### src/rtl/bitstream_window_ctrl_pkg.sv
`default_nettype none
// ============================================================================
//  Module      : bitstream_pkg
//  Description : Shared window-controller state type and default window sizing
//                used by the bitstream activation datapath and layer sequencer.
//  Revision    : 1.0  initial release
// ============================================================================
package bitstream_pkg;

  // One evaluation window walks IDLE -> CLEAR -> FLUSH -> COUNT -> DONE.
  typedef enum logic [2:0] {
    IDLE  = 3'd0,
    CLEAR = 3'd1,
    FLUSH = 3'd2,
    COUNT = 3'd3,
    DONE  = 3'd4
  } win_state_t;

  // Default bitstream length and datapath latency (1 reg + 5-tap buffer).
  localparam int DEF_WINDOW = 256;
  localparam int DEF_FLUSH  = 6;

endpackage
`default_nettype wire

### src/rtl/bitstream_window_ctrl_ones.sv
`default_nettype none
// ============================================================================
//  Module      : bs_ones_counter
//  Description : Counts ones on a bitstream while enabled; synchronous clear
//                has priority over counting.
//  Revision    : 1.0  initial release
// ============================================================================
module bs_ones_counter #(
  parameter int CW = 9
) (
  input  logic          clk,
  input  logic          rst,
  input  logic          clr,
  input  logic          en,
  input  logic          bit_in,
  output logic [CW-1:0] count
);

  // Ones accumulator: clear wins, otherwise add one per high bit while enabled.
  always_ff @(posedge clk or posedge rst) begin
    if (rst) begin
      count <= '0;
    end else if (clr) begin
      count <= '0;
    end else if (en && bit_in) begin
      count <= count + CW'(1);
    end
  end

endmodule
`default_nettype wire

### src/rtl/bitstream_window_ctrl.sv
`default_nettype none
// ============================================================================
//  Module      : bitstream_window_ctrl
//  Description : Sequences one evaluation window of a stochastic activation
//                datapath: reseed, flush latency, count ones over WINDOW
//                cycles, then hand the count out over valid/ready.
//  Revision    : 1.0  initial release
// ============================================================================
module bitstream_window_ctrl
  import bitstream_pkg::win_state_t;
#(
  parameter int WINDOW = 256,
  parameter int FLUSH  = 6,
  parameter int CW     = $clog2(WINDOW + 1)
) (
  input  logic          clk,
  input  logic          rst,
  input  logic          start,
  input  logic          abort,
  input  logic          bit_in,
  output logic          dp_clr,
  output logic          dp_en,
  output logic          busy,
  output logic [CW-1:0] result,
  output logic          result_valid,
  input  logic          result_ready
);

  // Phase counter spans the longer of the two timed phases.
  localparam int PMAX = (FLUSH > WINDOW) ? FLUSH : WINDOW;
  localparam int PW   = $clog2(PMAX + 1);
  localparam logic [PW-1:0] WIN_LOAD   = PW'(WINDOW - 1);
  localparam logic [PW-1:0] FLUSH_LOAD = PW'((FLUSH > 0) ? (FLUSH - 1) : 0);

  win_state_t    state;
  logic [PW-1:0] phase;
  logic [CW-1:0] ones;
  logic          cnt_clr;
  logic          cnt_en;

  // Counter only runs in COUNT; it is held clear elsewhere so it starts from 0
  // on COUNT entry, and abort clears it even on the aborting edge.
  assign cnt_clr = (state != bitstream_pkg::COUNT) || abort;
  assign cnt_en  = (state == bitstream_pkg::COUNT);

  bs_ones_counter #(
    .CW (CW)
  ) u_ones (
    .clk    (clk),
    .rst    (rst),
    .clr    (cnt_clr),
    .en     (cnt_en),
    .bit_in (bit_in),
    .count  (ones)
  );

  // Window FSM with registered outputs, phase counter and result handshake.
  always_ff @(posedge clk or posedge rst) begin
    if (rst) begin
      state        <= bitstream_pkg::IDLE;
      phase        <= '0;
      dp_clr       <= 1'b0;
      dp_en        <= 1'b0;
      busy         <= 1'b0;
      result_valid <= 1'b0;
      result       <= '0;
    end else begin
      dp_clr <= 1'b0;
      if (abort && (state != bitstream_pkg::IDLE)) begin
        state        <= bitstream_pkg::IDLE;
        phase        <= '0;
        dp_en        <= 1'b0;
        busy         <= 1'b0;
        result_valid <= 1'b0;
      end else begin
        case (state)
          bitstream_pkg::IDLE: begin
            if (start) begin
              state  <= bitstream_pkg::CLEAR;
              dp_clr <= 1'b1;
              busy   <= 1'b1;
            end
          end
          bitstream_pkg::CLEAR: begin
            dp_en <= 1'b1;
            if (FLUSH == 0) begin
              state <= bitstream_pkg::COUNT;
              phase <= WIN_LOAD;
            end else begin
              state <= bitstream_pkg::FLUSH;
              phase <= FLUSH_LOAD;
            end
          end
          bitstream_pkg::FLUSH: begin
            if (phase == '0) begin
              state <= bitstream_pkg::COUNT;
              phase <= WIN_LOAD;
            end else begin
              phase <= phase - PW'(1);
            end
          end
          bitstream_pkg::COUNT: begin
            if (phase == '0) begin
              // The last COUNT-cycle bit is not yet in the counter.
              state        <= bitstream_pkg::DONE;
              result       <= ones + CW'(bit_in);
              result_valid <= 1'b1;
              dp_en        <= 1'b0;
            end else begin
              phase <= phase - PW'(1);
            end
          end
          bitstream_pkg::DONE: begin
            if (result_ready) begin
              state        <= bitstream_pkg::IDLE;
              result_valid <= 1'b0;
              busy         <= 1'b0;
            end
          end
          default: begin
            state <= bitstream_pkg::IDLE;
            dp_en <= 1'b0;
            busy  <= 1'b0;
          end
        endcase
      end
    end
  end

endmodule
`default_nettype wire

### config.mk
export PLATFORM = sky130hd
export DESIGN_NAME = bitstream_window_ctrl
export DESIGN_NICKNAME = d
export VERILOG_FILES = /design/src/rtl/bitstream_window_ctrl_pkg.sv /design/src/rtl/bitstream_window_ctrl_ones.sv /design/src/rtl/bitstream_window_ctrl.sv
export SDC_FILE = /design/constraint.sdc
export NUM_CORES = 1
export LEC_CHECK = 0
export CORE_MARGIN = 10
export CORE_UTILIZATION = 40
export DETAILED_ROUTE_END_ITERATION = 10
export PLACE_DENSITY = 0.69
export SLEW_MARGIN = 20
export SYNTH_ARGS = -nofsm -noshare
export SYNTH_HDL_FRONTEND = slang
export SYNTH_HIERARCHICAL = 1
export SYNTH_SLANG_ARGS = --single-unit
### constraint.sdc
create_clock -name clk -period 4.98 [get_ports clk]
set_input_delay 0.996 -clock clk [delete_from_list [all_inputs] [get_ports clk]]
set_output_delay 0.996 -clock clk [all_outputs]
set_load 0.01 [all_outputs]
# Word-level counts from Yosys, hierarchy flattened
# Cells that the tools add are included.
classes:
  n_mux: 25
  bitwise_logic: 1
  n_addsub: 3
  n_eq_ne: 12
  reduce_logical: 17
op_table:
  columns: ["cell", "n"]
  rows:
  - ["$mux 9", 5]
  - ["$pmux 9 s3", 1]
  - ["$mux 3", 5]
  - ["$ne 3x3->1 const B", 5]
  - ["$pmux 3 s5", 1]
  - ["$mux 1", 10]
  - ["$add 9x1->9", 1]
  - ["$add 9x1->9 const B", 1]
  - ["$logic_not 9->1", 1]
  - ["$reduce_and 3->1", 3]
  - ["$sub 9x1->9 const B", 1]
  - ["$eq 3x2->1 const B", 2]
  - ["$pmux 1 s3", 2]
  - ["$reduce_bool 3->1", 2]
  - ["$reduce_or 3->1", 2]
  - ["$ne 2x1->1 const B", 2]
  - ["$reduce_and 2->1", 2]
  - ["$reduce_and 4->1", 1]
  - ["$reduce_bool 4->1", 1]
  - ["$eq 3x1->1 const B", 1]
  - ["$eq 3x3->1 const B", 1]
  - ["$logic_not 3->1", 1]
  - ["$ne 3x2->1 const B", 1]
  - ["$logic_and 1x1->1", 2]
  - ["4 further kinds", 4]
word_totals:
  output_inout_bits: 13
  reg_bits: 34
  input_bits: 6
  elab_cells: 66

# Logic depth before layout (Yosys ltp)
# Gate-level depths: netlist of the first run.
depth:
  ltp_word: 4
  depth_mapped: 7
  mapped_depth_nobuf: 6

# Hierarchy
# The synthesis of the first run kept the hierarchy.
by_module_without_submodules:
  columns: ["mod", "area_each_um2", "seq_area_each_um2", "cells_per_inst", "n_inst"]
  rows:
  - ["bitstream_window_ctrl", 1519.0, 625.6, 150, 1]
  - ["bs_ones_counter", 441.7, 225.2, 47, 1]

# Worst setup path before layout of the first run
# Ideal clock, no wire load.
synth_path:
  path_type: "input -> register"
  from: "input port abort"
  to: "register result[0]"
  setup_slack_ns: 2.469
  path_stages: 5
  arrival_ns: 2.386
  path_buffers: 2
  setup_ns: 0.125
  required_time_ns: 4.855
  path_cell_list: "clkbuf_1 -> or3_1 -> or4_4 -> buf_6 -> mux2_4"
synth_via:
  elab_chain_len: 3
synth_rtl:
  columns: ["item", "line", "text"]
  rows:
  - ["start, declared", "bitstream_window_ctrl.sv:19", "input logic abort,"]
  - ["$logic_and 1x1->1", "bitstream_window_ctrl.sv:69", "if (abort && (state != bitstream_pkg::IDLE)) begin"]
  - ["$not 1->1 (no line)", null, null]
  - ["$reduce_and 3->1 (no line)", null, null]
  - ["end signal, assigned", "bitstream_window_ctrl.sv:106", "result <= ones + CW'(bit_in);"]
  - ["end, declared", "bitstream_window_ctrl.sv:24", "output logic [CW-1:0] result,"]
# No other way between the ends.
# A chain may end at the register's enable or synchronous reset.

# Worst setup path in the final report of the first run
layout_path:
  from: "input port abort"
  to: "register result[1]"
# The elaborated chain is that of the path after synthesis.

==> impl_metrics.yaml, run 1 <==
final_layout:
  layout-drive-gt1-share_pct: 12.1
  area_delta_synth_final_pct: 15.6
  fin_area_um2: 2270
  post_layout_nonfiller_instances: 281
  num_antenna_cells: 0
  final_net_count: 223
  layout.core_utilization_pct: 48.0
critical_path:
  critical_path_peak_fanout: 19
  cp_data_arrival_time_ps: 3260
  worstReg2RegEnd: "result[1]$_DFFE_PP0P_"
  worst_path_max_delay_cell: "sky130_fd_sc_hd__clkdlybuf4s50_1"
  timing.reg2reg.setup_slack_ps: 2730
  worst_r2r_startpoint: "state[1]$_DFFE_PP0P_"
  cells_traversed_along_the_worst_timing_path: "clkdlybuf4s50_1 -> or3_1 -> or4_4 -> mux2_4"
  critPathKind: "input port to flip-flop"
  critical_path.endpoint_type: "flip-flop"
  worst-r2r-cell-count: 4
  timing.critical_path.required_ps: 5140
  largest_stage_delay_on_the_critical_path_ps: 710
  critical_path_origin: "abort"
  worst_setup_path_start_kind: "input port"
logic_synthesis:
  cell_types_occupying_the_most_area_after_synthesis: "sky130_fd_sc_hd__dfrtp_1, sky130_fd_sc_hd__mux2_4, sky130_fd_sc_hd__a21oi_1"
  synthesis.area_um2: 1960
  synth.lib_cells_used.distinct: 51
  postSynth.asyncResetShare_pct: 100
  synth.largest_area_cell: "sky130_fd_sc_hd__dfrtp_1"
  ys_seq_elements: 34
  ys.warnings.count: 6
  synth_enable_flop_cells: 0
  synth_compound_area_share_pct: 17.5
  synth_sequential_area_ratio_pct: 43.4
  synth.area.mux_share_pct: 7.47
  synth_top_family_by_area: "simple AND/OR/NAND/NOR gates"
  synth.avg_cell_area_um2: 9.95
  synth_simple_gate_area_share_pct: 19.8
  netlist.area_leader.share_pct: 43.4
  ys_dominant_reg_cell: "sky130_fd_sc_hd__dfrtp_1"
  synthesis.instances: 197
  synth_fa_ha_area_share_pct: 2.55
  synthXorXnorAreaFrac_pct: 4.02
  postSynthNetCount: 207
sta:
  setup_violations: 0
  worst_slew_pin_slew_ps: 982
  fin_setup_tns_ps: 0
  pins_over_their_slew_limit: 0
  final-hold-violation-count: 0
  final_period_minus_worst_setup_slack_ps: 3090
  fmax_mhz: 323
  finClkSkew_ps: 8.62
  final_worst_path_cycle_share_pct: 62.1
  unrepaired_setup_endpoints_after_global_routing: "false"
  max-slew-margin-rel_pct: 34.5
power_and_ir_drop:
  switchingPower_uw: 364
  power_per_cell_area_nw_per_um2: 432
  peak_supply_drop_mv: 0.333
  power.share.clock_pct: 21.0
  p_comb_share_pct: 38.8
  power_frac_seq_pct: 40.2
  p_sw_share_pct: 37.2
  power_leakage_nw: 0.984
  internal-power_uw: 614
detailed_routing:
  drtPass1Iterations: 4
  totalWireLength_um: 3900
  route.vias.total: 1531
  drc_errors: 0
  drt-wirelength-per-cell_um: 13.9
  viasPerCell: 5.45
  initialDrtViolationCount: 162
  ant_nets: 0
min_path:
  whs_endpoint: "result[4]$_DFFE_PP0P_"
  worst_hold_path_type: "flip-flop to flip-flop"
  hold_start: "result[4]$_DFFE_PP0P_"
  hold-path-cell-count: 1
grt:
  grt_first_pass_wirelength_um: 6840
  grt_remaining_overflow: 0
  globalRouteTotalUtil_pct: 9.77
  antenna_violations_before_repair: 0
  number_of_global_route_vias_before_repair: 1390
  grt_start_max_net_pins: 26
floorplanning:
  row_count: 25
  io-pin-count: 19
  fp.dieArea_um2: 8100
  start_util_pct: 41.5
  fp.dieW_um: 90.0
  die_height_um: 90.0
  fp.coreArea_um2: 4720
placement:
  finalWeightedCongestion: 0.823
  post-place-cells: 273
  buffer_ports.inserted: 18
  place_area_um2: 2180
  dp_hpwl_um: 2820
clocking:
  post_cts_repair_setup_buffers: 0
  cts_inserted_buffers: 5
  ctsHoldBuffers: 0
  cts_root_buffer: "sky130_fd_sc_hd__clkbuf_8"
  clkLatencyLatePin_ps: 280
  cts_tree: "built"
  cts_htree_levels: 2
  clk_pin_slew_ps: 70
  post_cts.resized_instances: 0
  cts_sinks: 34
  clock_tree.buffer_depth: 2
job:
  max-cap-violations: 0
run_status:
  outcome: "complete, no violations"
registers in the layout, indices dropped and copies added, names as in the netlist:
| register | count |
|---|---|
| result_valid | 1 |
| result | 9 |
| u_ones/count | 9 |
| phase | 9 |
| busy | 1 |
| dp_clr | 1 |
| dp_en | 1 |
| state | 3 |
area by class of cell:
type	instances	area [µm²]
Clock buffer	7	86.3
Clock inverter	1	5.00
Fill cell	459	2460
Inverter	14	52.6
Multi-Input combinational cell	140	1010
Sequential cell	34	851
Tap cell	67	83.8
Timing Repair Buffer	18	180
power groups by stage:
stage	Combinational (mW)	Clock, mW	Sequential, mW
final	0.379	0.206	0.393
after global routing	0.424	0.229	0.405
after CTS	0.380	0.214	0.393
after detailed placement	0.376	0	0.398
after global placement	0.375	0	0.398
after floorplan	0.299	0	0.375
per-stage QoR:
step / total power, mW / setup slack (ps) / hold WS [ps]
after floorplan: 0.674 / 2470 / 471
after global placement: 0.772 / 1640 / 494
after detailed placement: 0.773 / 1590 / 496
after CTS: 0.987 / 1890 / 517
after global routing: 1.06 / 1780 / 536
final: 0.978 / 1890 / 511
synthesized netlist by cell type, drive strengths merged, types with 4 or more instances:
library cell	instances
a21oi	15
clkbuf	6
dfrtp	34
ha	4
inv	14
mux2	10
nand2	12
nand3	7
nand4	6
nor2	10
nor3	4
o21ai	8
o31ai	5
or3	7
or4	4
xnor2	5
xor2	4
routing by layer:
metal	part of all wire, %	up-vias	GRT usage, %	wire length [µm]
met3	6.0	2	3.49	234
li1	-	759	-	-
met5	0	-	0	0
met4	0.59	0	3.18	23
met2	44	36	13.7	1720
met1	49	734	13.5	1920
worst max-delay path: cells and delay by family:
| family | cells | cell delay (ps) |
|---|---|---|
| simple gates | 2 | 1210 |
| mux | 1 | 330 |
| buf+inv | 1 | 710 |
cell usage in the layout (no fill, tap or decap), types with 4 or more instances in the layout:
cell type	instances
sky130_fd_sc_hd__a21oi_1	15
sky130_fd_sc_hd__clkbuf_8	6
sky130_fd_sc_hd__clkdlybuf4s50_1	18
sky130_fd_sc_hd__dfrtp_1	34
sky130_fd_sc_hd__ha_1	4
sky130_fd_sc_hd__inv_1	14
sky130_fd_sc_hd__mux2_4	9
sky130_fd_sc_hd__nand2_1	11
sky130_fd_sc_hd__nand3_1	7
sky130_fd_sc_hd__nand4_1	6
sky130_fd_sc_hd__nor2_1	10
sky130_fd_sc_hd__nor3_1	4
sky130_fd_sc_hd__o21ai_0	7
sky130_fd_sc_hd__o31ai_1	5
sky130_fd_sc_hd__or3_1	6
sky130_fd_sc_hd__xnor2_1	5
sky130_fd_sc_hd__xor2_1	4
how the worst max path moves through the flow:
| stage | end | slack [ps] | cells past startpoint |
|---|---|---|---|
| final | result[1]$_DFFE_PP0P_ | 1890 | 4 |
| after global routing | result[1]$_DFFE_PP0P_ | 1780 | 4 |
| after CTS | result[1]$_DFFE_PP0P_ | 1890 | 4 |
| after detailed placement | result[3]$_DFFE_PP0P_ | 1590 | 4 |
| after global placement | result[6]$_DFFE_PP0P_ | 1640 | 4 |
| after floorplan | result[0]$_DFFE_PP0P_ | 2470 | 5 |
kinds of logic (layout without fill, tap and decap cells):
family          count (synthesis)  in the layout
buf+inv                        23             40
compound gates                 50             50
xor+xnor                        9              9
mux                            10             10
flops                          34             34
fa+ha+maj                       4              4
simple gates                   67             67
(Power assumes the default switching activity.)
==> run 2, diff against run 1 <==
PLACE_DENSITY = 0.72   (was 0.69)
clock period = 2.7 ns   (was 4.98 ns; I/O delays follow)
==> impl_metrics.yaml, run 2 (same netlist as run 1, synthesis figures left out) <==
run_status:
  outcome: "complete, no violations"
grt:
  grt_start_max_net_pins: 26
  global_route.usage.met2_pct: 17.0
  globalRouteTotalUtil_pct: 10.7
  number_of_global_route_vias_before_repair: 1531
  antenna_violations_before_repair: 0
  grt.met1_usage_pct: 12.4
  grt_first_pass_wirelength_um: 7360
  gr-max-usage-layer: "met2"
  grt_remaining_overflow: 0
  use_met3_pct: 4.24
final_layout:
  mostFrequentLayoutCells: "sky130_fd_sc_hd__dfrtp_1, sky130_fd_sc_hd__clkdlybuf4s50_1, sky130_fd_sc_hd__a21oi_1, sky130_fd_sc_hd__inv_1, sky130_fd_sc_hd__nand2_1"
  post_layout_nonfiller_instances: 283
  num_antenna_cells: 0
  final_net_count: 227
  layout.core_utilization_pct: 48.5
  mostFrequentLayoutCell: "sky130_fd_sc_hd__dfrtp_1"
  biggestRegsByFlops: "phase x9, result x9, u_ones/count x9"
  area_delta_synth_final_pct: 16.7
  layout-drive-gt1-share_pct: 13.4
power_and_ir_drop:
  power_per_cell_area_nw_per_um2: 798
  peak_supply_drop_mv: 0.439
  p_sw_share_pct: 37.8
  power_frac_seq_pct: 38.9
  p_comb_share_pct: 40.4
  total_power_mw: 1.83
  switchingPower_uw: 691
  internal-power_mw: 1.13
  power.share.clock_pct: 20.7
  power_leakage_nw: 0.998
clocking:
  cts_root_buffer: "sky130_fd_sc_hd__clkbuf_8"
  post_cts_repair_setup_buffers: 0
  clkLatencyLatePin_ps: 290
  cts_htree_levels: 2
  clk_pin_slew_ps: 70
  post_cts.resized_instances: 0
  ctsHoldBuffers: 0
  cts_inserted_buffers: 5
  clock_tree.buffer_depth: 2
  cts_sinks: 34
  cts_tree: "built"
floorplanning:
  fp.dieW_um: 90.0
  die_height_um: 90.0
  start_util_pct: 41.5
  fp.coreArea_um2: 4720
  fp.dieArea_um2: 8100
  row_count: 25
  io-pin-count: 19
min_path:
  worst_hold_path_type: "flip-flop to flip-flop"
sta:
  fin_setup_tns_ps: 0
  final-hold-violation-count: 0
  setup_violations: 0
  fmax_mhz: 444
  finClkSkew_ps: 4.50
  pins_over_their_slew_limit: 0
  final_period_minus_worst_setup_slack_ps: 2250
  worst_slew_pin_slew_ps: 497
  max-slew-margin-rel_pct: 66.0
  final_worst_path_cycle_share_pct: 83.4
  unrepaired_setup_endpoints_after_global_routing: "false"
  hold_slack_ps: 490
detailed_routing:
  viasPerCell: 5.56
  initialDrtViolationCount: 133
  drc_errors: 0
  drtPass1Iterations: 4
  drt-wirelength-per-cell_um: 14.8
  route.vias.total: 1573
  totalWireLength_um: 4190
  ant_nets: 0
critical_path:
  timing.critical_path.required_ps: 2880
  critical_path.endpoint_type: "flip-flop"
  cp_data_arrival_time_ps: 2430
  worst_path_max_delay_cell: "sky130_fd_sc_hd__or4_4"
  largest_stage_delay_on_the_critical_path_ps: 620
  critical_path_peak_fanout: 9
  critPathKind: "flip-flop to flip-flop"
  worst_setup_path_start_kind: "flip-flop"
  timing.reg2reg.setup_slack_ps: 450
  cells_traversed_along_the_worst_timing_path: "inv_1 -> ha_1 -> nor4b_4 -> nand2_2 -> or4_4 -> mux2_4"
placement:
  post-place-cells: 277
  buffer_ports.inserted: 18
  finalWeightedCongestion: 0.883
  dp_hpwl_um: 3010
job:
  max-cap-violations: 0
## run 2: cell types whose count changed in the layout (fill, tap and decap cells not counted), sizes merged
cell / change
clkbuf: -1
clkinv: -1
buf: +4
## run 2: stage by stage
step,worst slack [ps],instance area [µm²]
2_1_floorplan,645,1960
3_3_place_gp,356,2210
3_5_place_dp,290,2210
4_1_cts,478,2290
5_1_grt,307,2290
6_report,448,2290
## run 2: per-layer routing
layer / share of wire [%] / vias up / routed length (µm)
met3: 7.2 / 8 / 301
met5: 0 / - / 0
met4: 2.1 / 0 / 89
met1: 43 / 757 / 1810
li1: - / 761 / -
met2: 48 / 47 / 2000
## run 2: worst paths after layout
check | startpoint | to | cells after the start
setup / recovery | phase[0]$_DFFE_PP0P_ | result[3]$_DFFE_PP0P_ | 6
hold / removal | result_valid$_DFFE_PP0P_ | result_valid$_DFFE_PP0P_ | 1
setup reg to reg | phase[0]$_DFFE_PP0P_ | result[3]$_DFFE_PP0P_ | 6
hold reg to reg | result_valid$_DFFE_PP0P_ | result_valid$_DFFE_PP0P_ | 1
max in group asynchronous | rst | phase[0]$_DFFE_PP0P_ | 3
min in group asynchronous | rst | u_ones/count[7]$_DFFE_PP0P_ | 2
## run 2: cell type report
cell class	count	area, µm²
Fill cell	450	2430
Multi-Input combinational cell	140	1010
Sequential cell	34	851
Inverter	14	52.6
Clock buffer	6	82.6
Tap cell	67	83.8
Timing Repair Buffer	22	210
## run 2: power by group through the flow
stage / Clock (mW) / Sequential (mW) / Combinational, mW
after detailed placement: 0 / 0.717 / 0.726
final: 0.378 / 0.710 / 0.737
after floorplan: 0 / 0.692 / 0.551
after global placement: 0 / 0.717 / 0.724
after CTS: 0.387 / 0.710 / 0.730
after global routing: 0.406 / 0.726 / 0.810
## run 2: worst max-delay path, delay by kind of cell, from the launching register on
kind | cells | cell delay [ps]
muxes | 1 | 330
adders and majority gates | 1 | 210
and+or+nand+nor | 3 | 1120
buffers and inverters | 1 | 70
DFF | 1 | 410
==> run 3, diff against run 2 <==
PLACE_DENSITY = 0.69   (was 0.72)
clock period = 2.3 ns   (was 2.7 ns; I/O delays follow)
==> impl_metrics.yaml, run 3 (same netlist as run 1, synthesis figures left out) <==
sta:
  max-slew-margin-rel_pct: 66.2
  final_period_minus_worst_setup_slack_ps: 2130
  fmax_mhz: 470
  post-route-worst-setup-slack_ps: 172
  pins_over_their_slew_limit: 0
  finClkSkew_ps: 11.3
  final_worst_path_cycle_share_pct: 92.5
  unrepaired_setup_endpoints_after_global_routing: "false"
  setup_violations: 0
  final-hold-violation-count: 0
  worst_slew_pin_slew_ps: 494
  fin_setup_tns_ps: 0
grt:
  grt_start_max_net_pins: 26
  globalRouteTotalUtil_pct: 10.4
  grt_remaining_overflow: 0
  antenna_violations_before_repair: 0
  grt_first_pass_wirelength_um: 7190
  number_of_global_route_vias_before_repair: 1490
clocking:
  cts_htree_levels: 2
  post_cts_repair_setup_buffers: 0
  cts_root_buffer: "sky130_fd_sc_hd__clkbuf_8"
  clk_pin_slew_ps: 70
  cts_sinks: 34
  cts_inserted_buffers: 5
  clkLatencyLatePin_ps: 290
  cts_tree: "built"
  post_cts.resized_instances: 0
  clock_tree.buffer_depth: 2
  ctsHoldBuffers: 0
critical_path:
  largest_stage_delay_on_the_critical_path_ps: 410
  cp_data_arrival_time_ps: 2310
  critPathKind: "flip-flop to flip-flop"
  cells_traversed_along_the_worst_timing_path: "inv_1 -> ha_1 -> nor4b_4 -> buf_4 -> and3_1 -> a21oi_1 -> a221o_1"
  worst_setup_path_start_kind: "flip-flop"
  critical_path.endpoint_type: "flip-flop"
  timing.critical_path.required_ps: 2480
  critical_path_peak_fanout: 7
  worst_path_max_delay_cell: "sky130_fd_sc_hd__dfrtp_1"
floorplanning:
  start_util_pct: 41.5
  fp.dieW_um: 90.0
  row_count: 25
  die_height_um: 90.0
  fp.coreArea_um2: 4720
  fp.dieArea_um2: 8100
  io-pin-count: 19
placement:
  finalWeightedCongestion: 0.798
  buffer_ports.inserted: 18
  dp_hpwl_um: 3020
  detailedPlace.worstSlack_ps: 5.12
final_layout:
  final_net_count: 232
  area_delta_synth_final_pct: 18.6
  layout-drive-gt1-share_pct: 15.4
  biggestRegsByFlops: "phase x9, result x9, u_ones/count x9"
  mostFrequentLayoutCells: "sky130_fd_sc_hd__dfrtp_1, sky130_fd_sc_hd__clkdlybuf4s50_1, sky130_fd_sc_hd__a21oi_1, sky130_fd_sc_hd__inv_1, sky130_fd_sc_hd__nand2_1"
  mostFrequentLayoutCell: "sky130_fd_sc_hd__dfrtp_1"
  num_antenna_cells: 0
detailed_routing:
  ant_nets: 0
  totalWireLength_um: 4230
  initialDrtViolationCount: 83
  drc_errors: 0
  drtPass1Iterations: 4
  viasPerCell: 5.39
  drt-wirelength-per-cell_um: 14.7
  route.vias.total: 1552
min_path:
  worst_hold_path_type: "input port to async pin"
run_status:
  outcome: "complete, no violations"
job:
  max-cap-violations: 0
power_and_ir_drop:
  peak_supply_drop_mv: 0.546
  power_per_cell_area_nw_per_um2: 940
  power_leakage_nw: 1.02
## run 3: worst paths after layout
check	startpoint	end	slack, ps	depth (start not counted)
max	phase[0]$_DFFE_PP0P_	phase[2]$_DFFE_PP0P_	170	7
min	rst	u_ones/count[8]$_DFFE_PP0P_	460	2
max reg2reg	phase[0]$_DFFE_PP0P_	phase[2]$_DFFE_PP0P_	170	7
min reg2reg	result_valid$_DFFE_PP0P_	result_valid$_DFFE_PP0P_	500	1
max in group asynchronous	rst	state[0]$_DFFE_PP0P_	1480	3
min in group clk	result_valid$_DFFE_PP0P_	result_valid$_DFFE_PP0P_	500	1
## run 3: worst max-delay path, delay by kind of cell, from the launching register on
| kind | cells | cell delay [ps] |
|---|---|---|
| buf+inv | 2 | 250 |
| compound gates | 2 | 570 |
| fa+ha+maj | 1 | 200 |
| flops | 1 | 410 |
| simple gates | 2 | 570 |
## run 3: per-layer routing
layer / track usage [%] / part of all wire, % / up-vias
li1: - / - / 777
met1: 13.6 / 50 / 740
met2: 15.3 / 44 / 29
met3: 3.41 / 4.4 / 6
met4: 3.98 / 1.3 / 0
met5: 0 / 0 / -
## run 3: where the power goes
part	switching [mW]	total, mW	internal (mW)
Clock	0.208	0.439	0.231
Combinational	0.473	0.906	0.433
Sequential	0.135	0.841	0.706
## run 3: per-stage QoR
step                utilization, %  power (mW)  cells  hold slack, ps  cell area [µm²]
floorplan                        -        1.46    197             288             1960
global placement              47.5        1.73    282             477             2240
detailed placement            47.5        1.75    282             487             2240
CTS                           49.2        2.20    288             470             2330
global route                  49.2        2.33    288             507             2330
finish                        49.2        2.19    288             462             2330
## run 3: layout make-up
cell class	instances	area, µm²
Multi-Input combinational cell	140	1010
Sequential cell	34	851
Inverter	14	52.6
Fill cell	440	2400
Tap cell	67	83.8
Clock buffer	6	82.6
Timing Repair Buffer	27	248
